--- src/rtl/rbg_sched_ctrl.sv ---
// rbg_sched_ctrl
// Control sequencer for the beam power calculator. It follows RE position
// inside each symbol of the beam-domain stream and produces the per-RE RBG
// numbering, the slot-start clear and power-symbol flags, and the AIU index.
// The stream strobes are forwarded with the same one-cycle latency.
//
// Ports
//   i_clk, i_reset          clock, synchronous active-high reset
//   i_cfg_*                 configuration written to the shadow set on i_cfg_vld
//   i_data_vld/sop/eop      input stream strobes, one RE per vld cycle
//   i_symb_idx              symbol index, sampled at sop
//   o_data_vld/sop/eop      registered stream strobes (overrun REs dropped)
//   o_re_num/o_rbg_num      RE index inside the RBG / RBG index inside the symbol
//   o_rbg_load              first RE of each RBG
//   o_symb_clr/o_symb_1st   slot-start pulse / power-symbol flag
//   o_aiu_idx               AIU selector, updated at sop
//   o_err_overrun/underrun  error pulses
//   o_busy                  inside a symbol
module rbg_sched_ctrl #(
  parameter int RE_PER_RB = 12,
  parameter int RBW       = 9
) (
  input  logic           i_clk,
  input  logic           i_reset,
  input  logic           i_cfg_vld,
  input  logic [3:0]     i_cfg_rbg_size,
  input  logic [RBW-1:0] i_cfg_rb_total,
  input  logic [3:0]     i_cfg_pwr_symb,
  input  logic           i_cfg_aiu_idx,
  input  logic           i_data_vld,
  input  logic           i_data_sop,
  input  logic           i_data_eop,
  input  logic [3:0]     i_symb_idx,
  output logic           o_data_vld,
  output logic           o_data_sop,
  output logic           o_data_eop,
  output logic [7:0]     o_re_num,
  output logic [7:0]     o_rbg_num,
  output logic           o_rbg_load,
  output logic           o_symb_clr,
  output logic           o_symb_1st,
  output logic           o_aiu_idx,
  output logic           o_err_overrun,
  output logic           o_err_underrun,
  output logic           o_busy
);

  // Wide enough for RB_MAX * RE_PER_RB (273*12 = 3276 needs 12 bits).
  localparam int TW = RBW + $clog2(RE_PER_RB);

  typedef enum logic [1:0] {IDLE, ARMED, RUN} state_t;
  state_t state, state_nx;

  // shadow configuration
  logic [3:0]     sh_rbg_size;
  logic [RBW-1:0] sh_rb_total;
  logic [3:0]     sh_pwr_symb;
  logic           sh_aiu;

  // active configuration, loaded at each accepted sop
  logic [7:0]     act_len;
  logic [TW-1:0]  act_total;
  logic           pwr_on;

  // position of the next RE in the current symbol
  logic [7:0]     re_cnt, rbg_cnt;
  logic [TW-1:0]  tot_cnt;

  logic [3:0]     size_eff;
  logic [RBW-1:0] rb_eff;
  logic [7:0]     sh_len, cur_len, pos_re, pos_rbg, re_inc, re_nx, rbg_nx;
  logic [TW-1:0]  sh_total, cur_total, pos_tot;
  logic           sop_acc, re_acc, ovr, take, wrap;

  // registered-output next values
  logic       vld_d, sop_d, eop_d, load_d, clr_d, s1st_d, aiu_d, ovr_d, und_d, busy_d;
  logic [7:0] re_d, rbg_d;

  assign size_eff = (sh_rbg_size == 4'd0) ? 4'd1 : sh_rbg_size;
  assign rb_eff   = (sh_rb_total == '0) ? RBW'(1) : sh_rb_total;
  assign sh_len   = 8'(size_eff * RE_PER_RB);
  assign sh_total = TW'(rb_eff * RE_PER_RB);

  // A sop is honoured in ARMED and in RUN (restart on missing eop).
  assign sop_acc = i_data_vld & i_data_sop & (state != IDLE);
  assign re_acc  = i_data_vld & ~i_data_sop & (state == RUN);
  assign ovr     = re_acc & (tot_cnt >= act_total);
  assign take    = sop_acc | (re_acc & ~ovr);

  // The sop RE is numbered with the configuration it loads, so take the
  // shadow values directly on that cycle.
  assign cur_len   = sop_acc ? sh_len   : act_len;
  assign cur_total = sop_acc ? sh_total : act_total;
  assign pos_re    = sop_acc ? 8'd0 : re_cnt;
  assign pos_rbg   = sop_acc ? 8'd0 : rbg_cnt;
  assign pos_tot   = sop_acc ? '0   : tot_cnt;

  assign re_inc = pos_re + 8'd1;
  assign wrap   = (re_inc == cur_len);
  assign re_nx  = wrap ? 8'd0 : re_inc;
  assign rbg_nx = wrap ? pos_rbg + 8'd1 : pos_rbg;

  // FSM: state register
  always_ff @(posedge i_clk) begin
    if (i_reset) state <= IDLE;
    else         state <= state_nx;
  end

  // FSM: next state
  always_comb begin
    state_nx = state;
    case (state)
      IDLE:  if (i_cfg_vld) state_nx = ARMED;
      ARMED: if (sop_acc)   state_nx = i_data_eop ? ARMED : RUN;
      RUN:   if (i_data_vld & i_data_eop) state_nx = ARMED;
             else if (sop_acc)            state_nx = RUN;
      default: state_nx = IDLE;
    endcase
  end

  // FSM: outputs (next values of the output registers)
  always_comb begin
    vld_d  = take;
    sop_d  = sop_acc;
    eop_d  = take & i_data_eop;
    re_d   = take ? pos_re  : 8'd0;
    rbg_d  = take ? pos_rbg : 8'd0;
    load_d = take & (pos_re == 8'd0) & (pos_tot < cur_total);
    clr_d  = sop_acc & (i_symb_idx == 4'd0);
    s1st_d = take & (sop_acc ? (i_symb_idx == sh_pwr_symb) : pwr_on);
    aiu_d  = sop_acc ? sh_aiu : o_aiu_idx;
    ovr_d  = ovr;
    // Short symbol: either an eop that lands early, or a sop arriving in RUN
    // while the old symbol had not reached its RE total.
    und_d  = (eop_d & ((pos_tot + TW'(1)) < cur_total)) |
             (sop_acc & (state == RUN) & (tot_cnt < act_total));
    busy_d = (state_nx == RUN);
  end

  // Shadow and active configuration, position counters.
  // Active loads from the pre-edge shadow, so a cfg_vld coincident with sop
  // only takes effect on the following symbol.
  always_ff @(posedge i_clk) begin
    if (i_reset) begin
      sh_rbg_size <= '0;
      sh_rb_total <= '0;
      sh_pwr_symb <= '0;
      sh_aiu      <= 1'b0;
      act_len     <= '0;
      act_total   <= '0;
      pwr_on      <= 1'b0;
      re_cnt      <= '0;
      rbg_cnt     <= '0;
      tot_cnt     <= '0;
    end else begin
      if (i_cfg_vld) begin
        sh_rbg_size <= i_cfg_rbg_size;
        sh_rb_total <= i_cfg_rb_total;
        sh_pwr_symb <= i_cfg_pwr_symb;
        sh_aiu      <= i_cfg_aiu_idx;
      end
      if (sop_acc) begin
        act_len   <= sh_len;
        act_total <= sh_total;
        pwr_on    <= (i_symb_idx == sh_pwr_symb);
      end
      // gaps and dropped REs leave the counters frozen
      if (take) begin
        re_cnt  <= re_nx;
        rbg_cnt <= rbg_nx;
        tot_cnt <= pos_tot + TW'(1);
      end
    end
  end

  // Output registers
  always_ff @(posedge i_clk) begin
    if (i_reset) begin
      o_data_vld     <= 1'b0;
      o_data_sop     <= 1'b0;
      o_data_eop     <= 1'b0;
      o_re_num       <= '0;
      o_rbg_num      <= '0;
      o_rbg_load     <= 1'b0;
      o_symb_clr     <= 1'b0;
      o_symb_1st     <= 1'b0;
      o_aiu_idx      <= 1'b0;
      o_err_overrun  <= 1'b0;
      o_err_underrun <= 1'b0;
      o_busy         <= 1'b0;
    end else begin
      o_data_vld     <= vld_d;
      o_data_sop     <= sop_d;
      o_data_eop     <= eop_d;
      o_re_num       <= re_d;
      o_rbg_num      <= rbg_d;
      o_rbg_load     <= load_d;
      o_symb_clr     <= clr_d;
      o_symb_1st     <= s1st_d;
      o_aiu_idx      <= aiu_d;
      o_err_overrun  <= ovr_d;
      o_err_underrun <= und_d;
      o_busy         <= busy_d;
    end
  end

endmodule

--- config.mk ---
export PLATFORM = sky130hd
export DESIGN_NAME = rbg_sched_ctrl
export DESIGN_NICKNAME = d
export VERILOG_FILES = /design/src/rtl/rbg_sched_ctrl.sv
export SDC_FILE = /design/constraint.sdc
export NUM_CORES = 1
export LEC_CHECK = 0
export CELL_PAD_IN_SITES_DETAIL_PLACEMENT = 0
export CELL_PAD_IN_SITES_GLOBAL_PLACEMENT = 1
export CORE_MARGIN = 2
export CORE_UTILIZATION = 30
export DETAILED_ROUTE_END_ITERATION = 16
export GPL_TIMING_DRIVEN = 1
export PLACE_DENSITY_LB_ADDON = 0.1
export SYNTH_ARGS = -nofsm -noshare
export SYNTH_HDL_FRONTEND = slang
export SYNTH_SLANG_ARGS = --single-unit
--- constraint.sdc ---
create_clock -name i_clk -period 4.9 [get_ports i_clk]
set_clock_uncertainty 0.15 [all_clocks]
set_input_delay 0.735 -clock i_clk [delete_from_list [all_inputs] [get_ports i_clk]]
set_output_delay 0.735 -clock i_clk [all_outputs]
set_load 0.005 [all_outputs]
==> impl_metrics.sql, run 1 <==
INSERT INTO impl_metrics (metric_group, metric, value, unit) VALUES
('sta', 'drv_slew', '0', ''),
('cts', 'clock_insertion_delay_worst_skew', '0.35', 'ns'),
('cts', 'tritoncts_clock_tree', 'done', ''),
('min_path', 'min-delay-path-class', 'reg -> reg', ''),
('pwr', 'power_leakage', '3.045', 'nW'),
('finish', 'fill_cells', '1926', ''),
('setup_path', 'cp_data_arrival_time', '4.53', 'ns'),
('floorplan', 'die_area', '20300', 'sq um'),
('setup_path', 'path_cells', 'inv_1 -> ha_1 -> nor4b_2 -> a31oi_1 -> fa_1 -> a21o_1 -> a21oi_1 -> o21bai_1 -> a31oi_1 -> mux2i_1 -> o21ai_0 -> ha_1 -> nand3_1 -> or4_1 -> o221ai_1 -> o21ai_0', ''),
('synth', 'dominant_combinational_cell_family_by_area_after_synthesis', 'simple AND/OR/NAND/NOR gates', ''),
('synth', 'synth_sequential_area_ratio', '33.75', '%'),
('synth', 'synth_top_area_cell', 'sky130_fd_sc_hd__dfxtp_1', ''),
('routing', 'post-route-drc-count', '0', ''),
('setup_path', 'worst-setup-path-type', 'reg -> reg', ''),
('pwr', 'finalPower', '1.824', 'mW'),
('synth', 'post_synth_xor_area_fraction', '4.719', '%'),
('sta', 'max_slew.worst_pin.slew', '1.062', 'ns'),
('setup_path', 'worst-r2r-cell-count', '16', ''),
('sta', 'setup-violations-final', '0', ''),
('global_routing', 'grt_use_total', '15.43', '%'),
('routing', 'route.detailed.vias_per_inst', '5.075', ''),
('synth', 'mappedNetlistNets', '745', ''),
('routing', 'finalWirelength', '15140', 'microns'),
('global_routing', 'grt-ovfl-total', '0', ''),
('cts', 'cts_max_level', '3', ''),
('synth', 'post-synth-top-area-fraction', '33.75', '%'),
('synth', 'synthDistinctLibCells', '74', ''),
('floorplan', 'top_level_ports', '54', ''),
('cts', 'clock-sinks', '97', ''),
('cts', 'cts_inserted_buffers', '9', ''),
('routing', 'routed_wire_length_per_instance', '16.14', 'microns'),
('cts', 'postCtsSetupRepairBufs', '0', ''),
('synth', 'synth-main-ff-cell', 'sky130_fd_sc_hd__dfxtp_1', ''),
('outcome', 'run_status', 'finished, final reports clean', ''),
('routing', 'initialDrtViolationCount', '238', ''),
('placed_design', 'place.gp.congestion', '0.8277', ''),
('sta', 'finalWorstPathRequiredPeriod', '4.471', 'ns'),
('sta', 'hold_viol', '0', ''),
('synth', 'synth_compound_gate_area_share', '14.64', '%'),
('cts', 'clk_root_buffer_cell', 'sky130_fd_sc_hd__clkbuf_16', ''),
('finish', 'antennaDiodeCount', '0', ''),
('synth', 'post_synth_inst_count', '660', ''),
('routing', 'drt_first_pass_iters', '4', ''),
('synth', 'synthArstFlopShare', '0', '%'),
('sta', 'postLayoutSetupSlackWorst', '0.4293', 'ns'),
('sta', 'final.period_utilization', '91.24', '%'),
('setup_path', 'cp.required', '4.96', 'ns'),
('cts', 'max-clock-path-buffers', '2', ''),
('synth', 'synth_area_in_adders', '12.66', '%'),
('routing', 'final_antenna_net_count', '0', ''),
('synth', 'yosys-mux-area-fraction', '6.111', '%'),
('cts', 'post_cts_clock_slew_at_the_launch_and_capture_registers_of_the_worst_setup_and_hold_paths', '0.07', 'ns'),
('synth', 'mappedNetlistArea', '5753', 'sq um'),
('flow_run', 'max_cap_violations', '0', ''),
('pwr', 'irDropWorstVdd', '222.3', 'uV'),
('synth', 'ys_seq_elements', '97', ''),
('setup_path', 'crit_path_end_kind', 'register', ''),
('synth', 'yosys_warnings', '0', ''),
('finish', 'synthToLayoutAreaGrowth', '18.05', '%'),
('cts', 'cts_hold_buffers', '0', ''),
('finish', 'final_net_count', '784', ''),
('placed_design', 'port_buffers', '53', ''),
('global_routing', 'first_global_vias', '4544', ''),
('sta', 'timing.hold.ws', '0.3131', 'ns'),
('pwr', 'p_per_area', '268.6', 'nW/um^2'),
('floorplan', 'die_height', '142.5', 'microns'),
('sta', 'setup_total_negative_slack', '0', 'ns'),
('floorplan', 'die_x', '142.5', 'microns'),
('floorplan', 'floorplan.core_area', '18770', 'sq um'),
('synth', 'most_numerous_cell_in_the_yosys_netlist', 'sky130_fd_sc_hd__dfxtp_1', ''),
('sta', 'rsz0062_at_grt', 'no', '');
[final timing paths]
kind / start / endpoint / slack [ns]
max: sh_rb_total[2] / o_err_underrun / 0.43
min: o_aiu_idx / o_aiu_idx / 0.31
max reg2reg: sh_rb_total[2] / o_err_underrun / 0.43
min reg2reg: o_aiu_idx / o_aiu_idx / 0.31
[critical path: cells and delay by family (launching register included)]
family / cells / cell delay, ns
simple gates: 3 / 1.08
fa+ha+maj: 3 / 0.97
mux: 1 / 0.28
compound gates: 8 / 1.45
flops: 1 / 0.33
buf+inv: 1 / 0.08
[placed cells by master (no fill, tap or decap), types with 5 or more instances in the layout]
cell                              netlist  layout
sky130_fd_sc_hd__dfxtp_1               97      97
sky130_fd_sc_hd__nor2_1                82      82
sky130_fd_sc_hd__ha_1                  55      55
sky130_fd_sc_hd__clkdlybuf4s50_1        0      52
sky130_fd_sc_hd__nand2_1               45      45
sky130_fd_sc_hd__mux2i_1               34      34
sky130_fd_sc_hd__inv_1                 31      31
sky130_fd_sc_hd__a21oi_1               30      30
sky130_fd_sc_hd__and3_1                26      26
sky130_fd_sc_hd__nor3_1                19      19
sky130_fd_sc_hd__and2_1                16      16
sky130_fd_sc_hd__nand3_1               16      16
sky130_fd_sc_hd__xnor2_1               16      16
sky130_fd_sc_hd__xor2_1                15      15
sky130_fd_sc_hd__a21o_1                15      15
sky130_fd_sc_hd__o21ai_0               13      13
sky130_fd_sc_hd__a31oi_1                9       9
sky130_fd_sc_hd__clkbuf_16              0       9
sky130_fd_sc_hd__nor4_1                 8       8
sky130_fd_sc_hd__nand4_1                8       8
sky130_fd_sc_hd__or3_1                  8       8
sky130_fd_sc_hd__buf_4                  3       8
sky130_fd_sc_hd__o21a_1                 7       7
sky130_fd_sc_hd__a211oi_1               7       7
sky130_fd_sc_hd__nor2b_1                5       5
[metrics by stage]
step           cell area (sq um)  cells  utilization, %
4_1_cts                     6792    938           36.19
3_5_place_dp                6471    922           34.48
6_report                    6792    938           36.19
2_1_floorplan               5753    660               -
3_3_place_gp                6471    922           34.48
5_1_grt                     6792    938           36.19
[cells by family (layout without fill, tap and decap cells)]
group / Yosys count / count (layout)
xor gates and xnor gates: 31 / 31
AOI/OAI and AO/OA: 119 / 119
adders and majority gates: 57 / 57
muxes: 35 / 35
buffers and inverters: 64 / 108
DFF: 97 / 97
and+or+nand+nor: 257 / 257
[sequential cells by signal, summed over array words and instances, names as in the netlist]
signal / count
o_err_overrun: 1
o_data_vld: 1
tot_cnt: 13
act_total: 13
o_data_sop: 1
rbg_cnt: 8
o_busy: 1
state: 2
sh_pwr_symb: 4
act_len: 8
o_rbg_load: 1
re_cnt: 8
o_err_underrun: 1
o_symb_clr: 1
o_re_num: 8
pwr_on: 1
o_aiu_idx: 1
sh_rbg_size: 4
sh_aiu: 1
o_symb_1st: 1
sh_rb_total: 9
o_data_eop: 1
o_rbg_num: 8
[area by class of cell]
class | count | area (sq um) | area share [%]
repair buffers | 61 | 585.6 | 8.622
inverters | 31 | 116.4 | 1.713
multi-input cells | 499 | 3535 | 52.04
flip-flops and latches | 97 | 1942 | 28.59
well taps | 234 | 292.8 | 4.311
clock buffers | 10 | 229.0 | 3.371
clock inverters | 6 | 91.34 | 1.345
[per-layer routing]
layer  share of wire, %  global-route usage, %  routed length (microns)  vias up
li1                   -                      -                        -     2433
met1                 51                  20.96                     7694     2231
met2                 44                  24.42                     6688       90
met3                4.2                  3.735                      643        6
met4               0.74                  4.221                      112        0
met5                  0                      0                        0        -
[power by group]
part | switching [mW] | internal (mW) | total, mW
sequential | 0.0178 | 0.805 | 0.823
combinational | 0.125 | 0.0950 | 0.220
clock | 0.331 | 0.451 | 0.782
total | 0.473 | 1.35 | 1.82
(Power assumes the default switching activity.)
==> run 2: changes to the inputs <==
--- a/config.mk
+++ b/config.mk
@@ -5,6 +5,7 @@
 export SDC_FILE = /design/constraint.sdc
 export NUM_CORES = 1
 export LEC_CHECK = 0
+export CAP_MARGIN = 15
 export CELL_PAD_IN_SITES_DETAIL_PLACEMENT = 0
 export CELL_PAD_IN_SITES_GLOBAL_PLACEMENT = 1
 export CORE_MARGIN = 2
==> results of run 2 <==
Final layout, timing and power as in run 1 (identical DEF).
==> run 3: changes to the inputs <==
--- a/config.mk
+++ b/config.mk
@@ -13,6 +13,7 @@
 export DETAILED_ROUTE_END_ITERATION = 16
 export GPL_TIMING_DRIVEN = 1
 export PLACE_DENSITY_LB_ADDON = 0.1
+export SKIP_LAST_GASP = 1
 export SYNTH_ARGS = -nofsm -noshare
 export SYNTH_HDL_FRONTEND = slang
 export SYNTH_SLANG_ARGS = --single-unit
==> results of run 3 <==
Final layout, timing and power as in run 1 (identical DEF).
